$ cat src/rtl/bpm_capture_pkg.sv
// Shared types and sizing for the BPM capture BRAM writer.
// Optional build macro: BPM_CAPTURE_TSTAMP_EN (trigger timestamp header in word 0).
package bpm_capture_pkg;

  // Ceiling log2 for sizing counters from the BRAM depth.
  function automatic int unsigned clog2(input int unsigned value);
    int unsigned res;
    res = 0;
    while ((64'd1 << res) < 64'(value)) res = res + 1;
    return res;
  endfunction

  localparam int unsigned C_PORT_DWIDTH  = 32;
  localparam int unsigned C_SAMPLE_WIDTH = C_PORT_DWIDTH / 2;
  localparam int unsigned C_PORT_AWIDTH  = 32;
  localparam int unsigned C_NUM_WE       = 4;
  localparam int unsigned C_MEMSIZE      = 32'h4000;
  localparam int unsigned C_BASEADDR     = 32'h0;
  localparam int unsigned C_WORDS        = C_MEMSIZE / 4;
  localparam int unsigned C_CNT_W        = clog2(C_WORDS) + 1;

`ifdef BPM_CAPTURE_TSTAMP_EN
  localparam int unsigned C_HDR_WORDS    = 1;
`else
  localparam int unsigned C_HDR_WORDS    = 0;
`endif
  localparam int unsigned C_LIMIT_MAX    = C_WORDS - C_HDR_WORDS;

  typedef enum logic [2:0] {
    ST_IDLE,
    ST_ARMED,
    ST_CAPTURE,
    ST_FLUSH,
    ST_DONE
  } state_t;

  typedef struct packed {
    logic [C_PORT_AWIDTH-1:0] addr;
    logic [C_PORT_DWIDTH-1:0] data;
  } bram_wr_t;

endpackage

$ cat src/rtl/bpm_capture_bram_writer_if.sv
// Control, sample-stream and BRAM port-B bundle of the capture writer.
interface bpm_capture_bram_writer_if;
  import bpm_capture_pkg::*;

  logic                      Arm;
  logic                      Trigger;
  logic                      Stop;
  logic                      Abort;
  logic [C_CNT_W-2:0]        Num_Words;
  logic                      Smp_Valid;
  logic [C_SAMPLE_WIDTH-1:0] Smp_Data;
  logic                      Smp_Ready;
  logic                      Busy;
  logic                      Done;
  logic [C_CNT_W-1:0]        Word_Count;
  logic                      BRAM_Rst_B;
  logic                      BRAM_Clk_B;
  logic                      BRAM_EN_B;
  logic [C_NUM_WE-1:0]       BRAM_WEN_B;
  logic [C_PORT_AWIDTH-1:0]  BRAM_Addr_B;
  logic [C_PORT_DWIDTH-1:0]  BRAM_Dout_B;
  logic [C_PORT_DWIDTH-1:0]  BRAM_Din_B;

  modport slave (
    input  Arm, Trigger, Stop, Abort, Num_Words, Smp_Valid, Smp_Data, BRAM_Din_B,
    output Smp_Ready, Busy, Done, Word_Count,
    output BRAM_Rst_B, BRAM_Clk_B, BRAM_EN_B, BRAM_WEN_B, BRAM_Addr_B, BRAM_Dout_B
  );

  modport master (
    output Arm, Trigger, Stop, Abort, Num_Words, Smp_Valid, Smp_Data, BRAM_Din_B,
    input  Smp_Ready, Busy, Done, Word_Count,
    input  BRAM_Rst_B, BRAM_Clk_B, BRAM_EN_B, BRAM_WEN_B, BRAM_Addr_B, BRAM_Dout_B
  );

endinterface

$ cat src/rtl/bpm_sample_packer.sv
// Pairs consecutive accepted samples into one BRAM word; first sample lands in the MS half.
module bpm_sample_packer
  import bpm_capture_pkg::*;
(
  input  logic                      clk,
  input  logic                      rst_n,
  input  logic                      clear,
  input  logic                      accept,
  input  logic [C_SAMPLE_WIDTH-1:0] smp_data,
  output logic                      pending,
  output logic [C_SAMPLE_WIDTH-1:0] half_data,
  output logic                      word_valid_c,
  output logic [C_PORT_DWIDTH-1:0]  word_c
);

  // Holds the first half of a pair until its partner arrives.
  always_ff @(posedge clk or negedge rst_n) begin
    if (!rst_n) begin
      pending   <= 1'b0;
      half_data <= '0;
    end else if (clear) begin
      pending   <= 1'b0;
    end else if (accept) begin
      if (pending) begin
        pending   <= 1'b0;
      end else begin
        pending   <= 1'b1;
        half_data <= smp_data;
      end
    end
  end

  assign word_valid_c = accept & pending;
  assign word_c       = {half_data, smp_data};

endmodule

$ cat src/rtl/bpm_capture_bram_writer.sv
// Arm/trigger capture of the BPM sample stream into MicroBlaze BRAM via port B.
// Optional build macro: BPM_CAPTURE_TSTAMP_EN (cycle-count header in word 0).
module bpm_capture_bram_writer
  import bpm_capture_pkg::*;
(
  input  logic                       Clk,
  input  logic                       Rst_N,
  bpm_capture_bram_writer_if.slave   bus
);

  state_t                    state_q;
  state_t                    state_d;
  logic                      busy_q;
  logic                      ready_q;
  logic                      done_q;
  logic                      en_q;
  logic [C_NUM_WE-1:0]       wen_q;
  logic [C_CNT_W-1:0]        count_q;
  logic [C_CNT_W-1:0]        limit_q;
  bram_wr_t                  bram_q;

  logic                      accept_c;
  logic                      arm_ok_c;
  logic                      clear_c;
  logic                      limit_hit_c;
  logic                      wr_c;
  bram_wr_t                  wr_req_c;
  logic [C_CNT_W-1:0]        nw_limit_c;
  logic [C_CNT_W-1:0]        count_inc_c;
  logic [C_CNT_W-1:0]        wr_idx_c;

  logic                      pending;
  logic [C_SAMPLE_WIDTH-1:0] half_data;
  logic                      word_valid_c;
  logic [C_PORT_DWIDTH-1:0]  word_c;
  logic                      unused_din;

  assign accept_c    = bus.Smp_Valid & ready_q;
  assign arm_ok_c    = bus.Arm & ((state_q == ST_IDLE) || (state_q == ST_DONE));
  // A half word never survives leaving CAPTURE; Stop flushes it through wr_req_c instead.
  assign clear_c     = bus.Abort | bus.Stop | (state_q != ST_CAPTURE);
  assign count_inc_c = count_q + C_CNT_W'(1);
  assign wr_idx_c    = count_q + C_CNT_W'(C_HDR_WORDS);
  assign limit_hit_c = word_valid_c && (count_inc_c == limit_q);

  bpm_sample_packer u_packer (
    .clk          (Clk),
    .rst_n        (Rst_N),
    .clear        (clear_c),
    .accept       (accept_c),
    .smp_data     (bus.Smp_Data),
    .pending      (pending),
    .half_data    (half_data),
    .word_valid_c (word_valid_c),
    .word_c       (word_c)
  );

  // Requested length, saturated to what fits after any header word.
  always_comb begin
    nw_limit_c = C_CNT_W'(C_LIMIT_MAX);
    if ((bus.Num_Words != '0) && (C_CNT_W'(bus.Num_Words) <= C_CNT_W'(C_LIMIT_MAX)))
      nw_limit_c = C_CNT_W'(bus.Num_Words);
  end

  // Sample-word write request: full pair, or a zero-padded half word on Stop.
  always_comb begin
    wr_c          = 1'b0;
    wr_req_c.addr = C_PORT_AWIDTH'(C_BASEADDR) + (C_PORT_AWIDTH'(wr_idx_c) << 2);
    wr_req_c.data = word_c;
    if (word_valid_c) begin
      wr_c = 1'b1;
    end else if ((state_q == ST_CAPTURE) && bus.Stop) begin
      if (accept_c) begin
        wr_c          = 1'b1;
        wr_req_c.data = {bus.Smp_Data, {C_SAMPLE_WIDTH{1'b0}}};
      end else if (pending) begin
        wr_c          = 1'b1;
        wr_req_c.data = {half_data, {C_SAMPLE_WIDTH{1'b0}}};
      end
    end
  end

  // Next state; Abort overrides everything.
  always_comb begin
    state_d = state_q;
    case (state_q)
      ST_IDLE:    if (bus.Arm) state_d = ST_ARMED;
      ST_ARMED:   if (bus.Trigger) state_d = ST_CAPTURE;
      ST_CAPTURE: if (bus.Stop || limit_hit_c) state_d = ST_FLUSH;
      ST_FLUSH:   state_d = ST_DONE;
      ST_DONE:    if (bus.Arm) state_d = ST_ARMED;
      default:    state_d = ST_IDLE;
    endcase
    if (bus.Abort) state_d = ST_IDLE;
  end

`ifdef BPM_CAPTURE_TSTAMP_EN
  logic [31:0] ts_q;

  always_ff @(posedge Clk or negedge Rst_N) begin
    if (!Rst_N) ts_q <= '0;
    else        ts_q <= ts_q + 32'd1;
  end
`endif

  always_ff @(posedge Clk or negedge Rst_N) begin
    if (!Rst_N) begin
      state_q <= ST_IDLE;
      busy_q  <= 1'b0;
      ready_q <= 1'b0;
      done_q  <= 1'b0;
      en_q    <= 1'b0;
      wen_q   <= '0;
      count_q <= '0;
      limit_q <= '0;
      bram_q  <= '0;
    end else begin
      state_q <= state_d;
      busy_q  <= (state_d == ST_ARMED) || (state_d == ST_CAPTURE) || (state_d == ST_FLUSH);
      ready_q <= (state_d == ST_CAPTURE);
      en_q    <= 1'b0;
      wen_q   <= '0;
      if (bus.Abort) begin
        done_q  <= 1'b0;
        count_q <= '0;
      end else begin
        if (arm_ok_c) begin
          done_q  <= 1'b0;
          count_q <= '0;
        end
        if (state_q == ST_FLUSH) done_q <= 1'b1;
        if ((state_q == ST_ARMED) && bus.Trigger) begin
          limit_q <= nw_limit_c;
`ifdef BPM_CAPTURE_TSTAMP_EN
          en_q        <= 1'b1;
          wen_q       <= '1;
          bram_q.addr <= C_PORT_AWIDTH'(C_BASEADDR);
          bram_q.data <= C_PORT_DWIDTH'(ts_q);
`endif
        end
        if (wr_c) begin
          en_q    <= 1'b1;
          wen_q   <= '1;
          bram_q  <= wr_req_c;
          count_q <= count_inc_c;
        end
      end
    end
  end

  assign unused_din       = ^bus.BRAM_Din_B;

  assign bus.Smp_Ready    = ready_q;
  assign bus.Busy         = busy_q;
  assign bus.Done         = done_q;
  assign bus.Word_Count   = count_q;
  assign bus.BRAM_Rst_B   = 1'b0;
  assign bus.BRAM_Clk_B   = Clk;
  assign bus.BRAM_EN_B    = en_q;
  assign bus.BRAM_WEN_B   = wen_q;
  assign bus.BRAM_Addr_B  = bram_q.addr;
  assign bus.BRAM_Dout_B  = bram_q.data;

endmodule

$ cat src/flat_wrapper.sv
// flat-port wrapper written by rule: the top's interface ports become plain ports
module bpm_capture_bram_writer_flat import bpm_capture_pkg::*;
  (Clk, Rst_N, bus_Arm, bus_Trigger, bus_Stop, bus_Abort, bus_Num_Words, bus_Smp_Valid, bus_Smp_Data, bus_BRAM_Din_B, bus_Smp_Ready, bus_Busy, bus_Done, bus_Word_Count, bus_BRAM_Rst_B, bus_BRAM_Clk_B, bus_BRAM_EN_B, bus_BRAM_WEN_B, bus_BRAM_Addr_B, bus_BRAM_Dout_B);
  bpm_capture_bram_writer_if bus_i ();
  input  logic Clk;
  input  logic Rst_N;
  input wire logic [$bits(bus_i.Arm)-1:0] bus_Arm;
  input wire logic [$bits(bus_i.Trigger)-1:0] bus_Trigger;
  input wire logic [$bits(bus_i.Stop)-1:0] bus_Stop;
  input wire logic [$bits(bus_i.Abort)-1:0] bus_Abort;
  input wire logic [$bits(bus_i.Num_Words)-1:0] bus_Num_Words;
  input wire logic [$bits(bus_i.Smp_Valid)-1:0] bus_Smp_Valid;
  input wire logic [$bits(bus_i.Smp_Data)-1:0] bus_Smp_Data;
  input wire logic [$bits(bus_i.BRAM_Din_B)-1:0] bus_BRAM_Din_B;
  output wire logic [$bits(bus_i.Smp_Ready)-1:0] bus_Smp_Ready;
  output wire logic [$bits(bus_i.Busy)-1:0] bus_Busy;
  output wire logic [$bits(bus_i.Done)-1:0] bus_Done;
  output wire logic [$bits(bus_i.Word_Count)-1:0] bus_Word_Count;
  output wire logic [$bits(bus_i.BRAM_Rst_B)-1:0] bus_BRAM_Rst_B;
  output wire logic [$bits(bus_i.BRAM_Clk_B)-1:0] bus_BRAM_Clk_B;
  output wire logic [$bits(bus_i.BRAM_EN_B)-1:0] bus_BRAM_EN_B;
  output wire logic [$bits(bus_i.BRAM_WEN_B)-1:0] bus_BRAM_WEN_B;
  output wire logic [$bits(bus_i.BRAM_Addr_B)-1:0] bus_BRAM_Addr_B;
  output wire logic [$bits(bus_i.BRAM_Dout_B)-1:0] bus_BRAM_Dout_B;
  assign bus_i.Arm = bus_Arm;
  assign bus_i.Trigger = bus_Trigger;
  assign bus_i.Stop = bus_Stop;
  assign bus_i.Abort = bus_Abort;
  assign bus_i.Num_Words = bus_Num_Words;
  assign bus_i.Smp_Valid = bus_Smp_Valid;
  assign bus_i.Smp_Data = bus_Smp_Data;
  assign bus_i.BRAM_Din_B = bus_BRAM_Din_B;
  assign bus_Smp_Ready = bus_i.Smp_Ready;
  assign bus_Busy = bus_i.Busy;
  assign bus_Done = bus_i.Done;
  assign bus_Word_Count = bus_i.Word_Count;
  assign bus_BRAM_Rst_B = bus_i.BRAM_Rst_B;
  assign bus_BRAM_Clk_B = bus_i.BRAM_Clk_B;
  assign bus_BRAM_EN_B = bus_i.BRAM_EN_B;
  assign bus_BRAM_WEN_B = bus_i.BRAM_WEN_B;
  assign bus_BRAM_Addr_B = bus_i.BRAM_Addr_B;
  assign bus_BRAM_Dout_B = bus_i.BRAM_Dout_B;
  bpm_capture_bram_writer u_core (.Clk(Clk), .Rst_N(Rst_N), .bus(bus_i));
endmodule
$ cat config.mk
export PLATFORM = sky130hd
export DESIGN_NAME = bpm_capture_bram_writer_flat
export DESIGN_NICKNAME = d
export VERILOG_FILES = /design/src/rtl/bpm_capture_pkg.sv /design/src/rtl/bpm_capture_bram_writer_if.sv /design/src/rtl/bpm_sample_packer.sv /design/src/rtl/bpm_capture_bram_writer.sv /design/src/flat_wrapper.sv
export SDC_FILE = /design/constraint.sdc
export NUM_CORES = 1
export LEC_CHECK = 0
export BUFFER_PORTS_ARGS = -buffer_cell sky130_fd_sc_hd__buf_2
export CORE_UTILIZATION = 45
export CTS_CLUSTER_SIZE = 14
export DETAILED_ROUTE_END_ITERATION = 12
export PLACE_DENSITY_LB_ADDON = 0.15
export SYNTH_ARGS = -nofsm -noshare
export SYNTH_HDL_FRONTEND = slang
export SYNTH_SLANG_ARGS = --single-unit
export TNS_END_PERCENT = 100
$ cat constraint.sdc
create_clock -name Clk -period 5.4 [get_ports Clk]
set_input_delay 0 -clock Clk [delete_from_list [all_inputs] [get_ports Clk]]
set_output_delay 0 -clock Clk [all_outputs]
set_load 0.005 [all_outputs]
# Yosys cells after proc, flatten, opt, wreduce, memory -nomap -nowiden
# Index checks and enable logic that the tools add are counted.
# totals
ff_bits	99
in_bits	67
out_inout_bits	87
elab_cells	75
# classes
addsub	1
n_lt_le_gt_ge	1
eq_ne	9
mux	27
bitwise	8
reduce_logical	17
# op_table
operator	n
32-bit two-way mux	3
13-bit two-way mux	4
16-bit two-way mux	1
13-bit by 1-bit adder with 13-bit output, second input constant	1
13-bit == test	1
12-bit by 13-bit less-or-equal comparator with 1-bit output, second input constant	1
3-bit by 2-bit == test with 1-bit output, second input constant	4
1-bit two-way mux	12
3-bit two-way mux	4
3-bit one-hot mux with 4 select lines	1
12-bit nonzero test	1
4-bit two-way mux	2
3-bit by 1-bit == test with 1-bit output, second input constant	2
3-bit nonzero test	2
1-bit logical AND	4
1-bit logical OR	4
2-bit AND reduction	2
1-bit bitwise AND	3
3-bit == test, second input constant	1
3-bit zero test	1
3-bit by 2-bit inequality test with 1-bit output, second input constant	1
1-bit NOT	3
3-bit AND reduction	1
1-bit OR	2
2 further kinds	2

# Longest topological paths before layout
# logic_depth
word_depth	10
depth_mapped	9
depth_no_buf	7

# Cells and area by module
# A second synthesis with hierarchy kept.
# hier_totals
hier_cells	496
area_unflattened_um2	5094.9
# modules_own_cells
module	instances	cells_per_inst	area_per_inst_um2	seq_area_each_um2
bpm_capture_bram_writer	1	426	4195.3	1951.9
bpm_sample_packer	1	70	899.6	425.4

==> flow_summary.yaml <==
critical_path:
  cp.arrival_ns: 3.04
  crit_chain: "clkbuf_8 -> clkbuf_8 -> buf_2"
  end_kind: "primary output"
  path_class: "clk -> out"
  crit_required_ns: 5.40
  cp_max_fo: 2
  critPathMaxStageDelay_ns: 0.11
  crit_top_cell: "clkbuf_8"
  startpoint_type: "clock port"
  cp_slowest_cell: "clkbuf_8"
logic_synthesis:
  ys_top_cells_by_count: "dfrtp_1, nand2_1, o21ai_0"
  synthFlopType: "dfrtp_1"
  seq_area_frac_synth: 0.518
  ys.warnings.count: 0
  async_reset_ff_frac: 1.00
  synth_largest_area_cell: "dfrtp_1"
  syn_inst: 442
  synth-seq-cells: 95
  synth_top_area_frac: 0.518
  syn-cell-area_um2: 4590
  yosysMostFrequentCell: "dfrtp_1"
  synth.avg_cell_area_um2: 10.4
  netlist-cell-type-count: 45
  synth-edff-count: 0
  yosys-top-cells-area: "dfrtp_1, mux2_2, buf_4"
timing:
  slew_headroom: 0.344
  setup_ws_ns: 2.36
  setup_viol: 0
  rsz0062_at_grt: "false"
  finalHoldViolations: 0
  tightest_slew_ns: 0.982
  slew_viol_final: 0
  worst_clock_skew_ns: 0.0132
  setup-tns-final_ns: 0
detailed_routing:
  dr.pass1.iters: 4
  drcViolationCount: 0
  num_vias: 3534
  vias_per_cell: 5.11
  drt_iter0_drc: 130
  routedWlPerCell_um: 15.2
  postRouteAntennaNets: 0
  finalWirelength_mm: 10.5
cts:
  clk_latency_ns: 0.46
  hold_buffers: 35
  clk_pin_slew_ns: 0.09
  post_cts_buffers: 0
  cts_resized: 0
  cts_tree: "yes"
final_layout:
  diodes: 0
  syn_to_final_growth_pct: 21.9
  nNetsFinal: 621
  fin_cells: 691
  drive_above_1_share: 0.281
placed_design:
  dpl.cell_count: 637
  post-place-ws_ns: 2.60
  dp.final_hpwl_mm: 6.75
  finalWeightedCongestion: 0.864
  port-buffer-count: 101
outcome:
  status: "completed"
job:
  drv_cap: 0
global_routing:
  gr-total-overflow: 0
  grt_usage: 0.211
  antenna_found_initial: 0
  grt_pass1_vias: 3325
  grt_max_degree: 70
  grt_pass1_wl_mm: 16.6
power:
  powerDensity_nw_per_um2: 267
  ir_drop_v: 0.000148
  leakage_uw: 0.00295
floorplanning:
  dieWidth_um: 103
  ios: 154
  dieArea_um2: 10600
  die_h_um: 103
  core-area_um2: 9820
  num_rows: 36
  initial_core_util: 0.467
min_path:
  holdCritPathClass: "in -> reg"
[power breakdown]
group          internal, µW  total [µW]  leakage, µW  switching (µW)
sequential              747         782      0.00130            35.4
clock                   283         549     0.000130             266
combinational          87.7         163      0.00152            75.2
total                  1120        1490      0.00295             376
[sequential cells by signal, indices dropped and copies added, names as in the netlist]
name / count
u_core.bus.BRAM_Addr_B: 13
u_core.bus.BRAM_Dout_B: 32
u_core.bus.BRAM_WEN_B: 1
u_core.bus.Busy: 1
u_core.bus.Done: 1
u_core.bus.Smp_Ready: 1
u_core.bus.Word_Count: 13
u_core.limit_q: 13
u_core.state_q: 3
u_core.u_packer.half_data: 16
u_core.u_packer.pending: 1
[worst max-delay path: cells and delay by family]
family                 cells  cell delay [ns]
buffers and inverters      3             0.33
[routing by layer]
metal / global-route usage / share of wire / up-vias
met5: 0 / 0 / -
met3: 0.0400 / 0.038 / 18
met4: 0.125 / 0.023 / 0
met1: 0.279 / 0.45 / 1738
met2: 0.325 / 0.49 / 85
li1: - / - / 1693
[placed cells by master, fill, tap and decap left out, types with 4 or more instances in the layout]
| master | n |
|---|---|
| buf_2 | 100 |
| dfrtp_1 | 95 |
| nand2_1 | 76 |
| o21ai_0 | 43 |
| dlygate4sd3_1 | 34 |
| mux2_2 | 28 |
| conb_1 | 20 |
| nor2_1 | 19 |
| a22o_1 | 17 |
| mux2i_1 | 16 |
| clkbuf_8 | 13 |
| xor2_1 | 11 |
| xnor2_1 | 9 |
| nor3_1 | 8 |
| nand3_1 | 7 |
| a21oi_1 | 6 |
| inv_1 | 4 |
| nand4_1 | 4 |
| or4_1 | 4 |
| nor4_1 | 4 |
| buf_4 | 4 |
[per-stage QoR]
| stage | util | hold slack [ns] | cell area [µm²] | total power (µW) |
|---|---|---|---|---|
| 3_5_place_dp | 0.507 | -0.0639 | 4980 | 947 |
| 2_1_floorplan | - | -0.296 | 4660 | 901 |
| 5_1_grt | 0.569 | 0.0863 | 5590 | 1560 |
| 4_1_cts | 0.569 | 0.0333 | 5590 | 1510 |
| 3_3_place_gp | 0.507 | -0.0682 | 4980 | 943 |
| 6_report | 0.569 | 0.0576 | 5590 | 1490 |
[area by class of cell]
cell class / instances / area (µm²)
Inverter: 4 / 15.0
Multi-Input combinational cell: 301 / 1890
Clock inverter: 5 / 65.1
Timing Repair Buffer: 138 / 886
Clock buffer: 15 / 188
Sequential cell: 95 / 2380
Fill cell: 899 / 4230
Tap cell: 133 / 166
[worst paths after layout]
| kind | startpoint | endpoint | slack, ns | cells after the start |
|---|---|---|---|---|
| max in group asynchronous | Rst_N | u_core.bus.Smp_Ready | 3.91 | 4 |
| min reg2reg | u_core.bus.BRAM_Addr_B[14] | u_core.bus.BRAM_Addr_B[14] | 0.48 | 2 |
| max | Clk | bus_BRAM_Clk_B | 2.36 | 3 |
| max reg2reg | u_core.bus.Word_Count[0] | u_core.bus.Smp_Ready | 2.68 | 7 |
| min | bus_Trigger | u_core.state_q[1] | 0.06 | 4 |
| min in group asynchronous | Rst_N | u_core.bus.BRAM_Dout_B[16] | 0.43 | 3 |
[logic make-up after synthesis]
| logic type | count (synthesis) | synth area share |
|---|---|---|
| adders and majority gates | 1 | 0.00273 |
| and+or+nand+nor | 135 | 0.134 |
| AOI/OAI and AO/OA | 81 | 0.116 |
| other | 1 | 0.000818 |
| buffers and inverters | 65 | 0.0859 |
| DFF | 95 | 0.518 |
| xor gates and xnor gates | 20 | 0.0382 |
| muxes | 44 | 0.104 |
No activity file was read; power rests on OpenSTA's default activity.
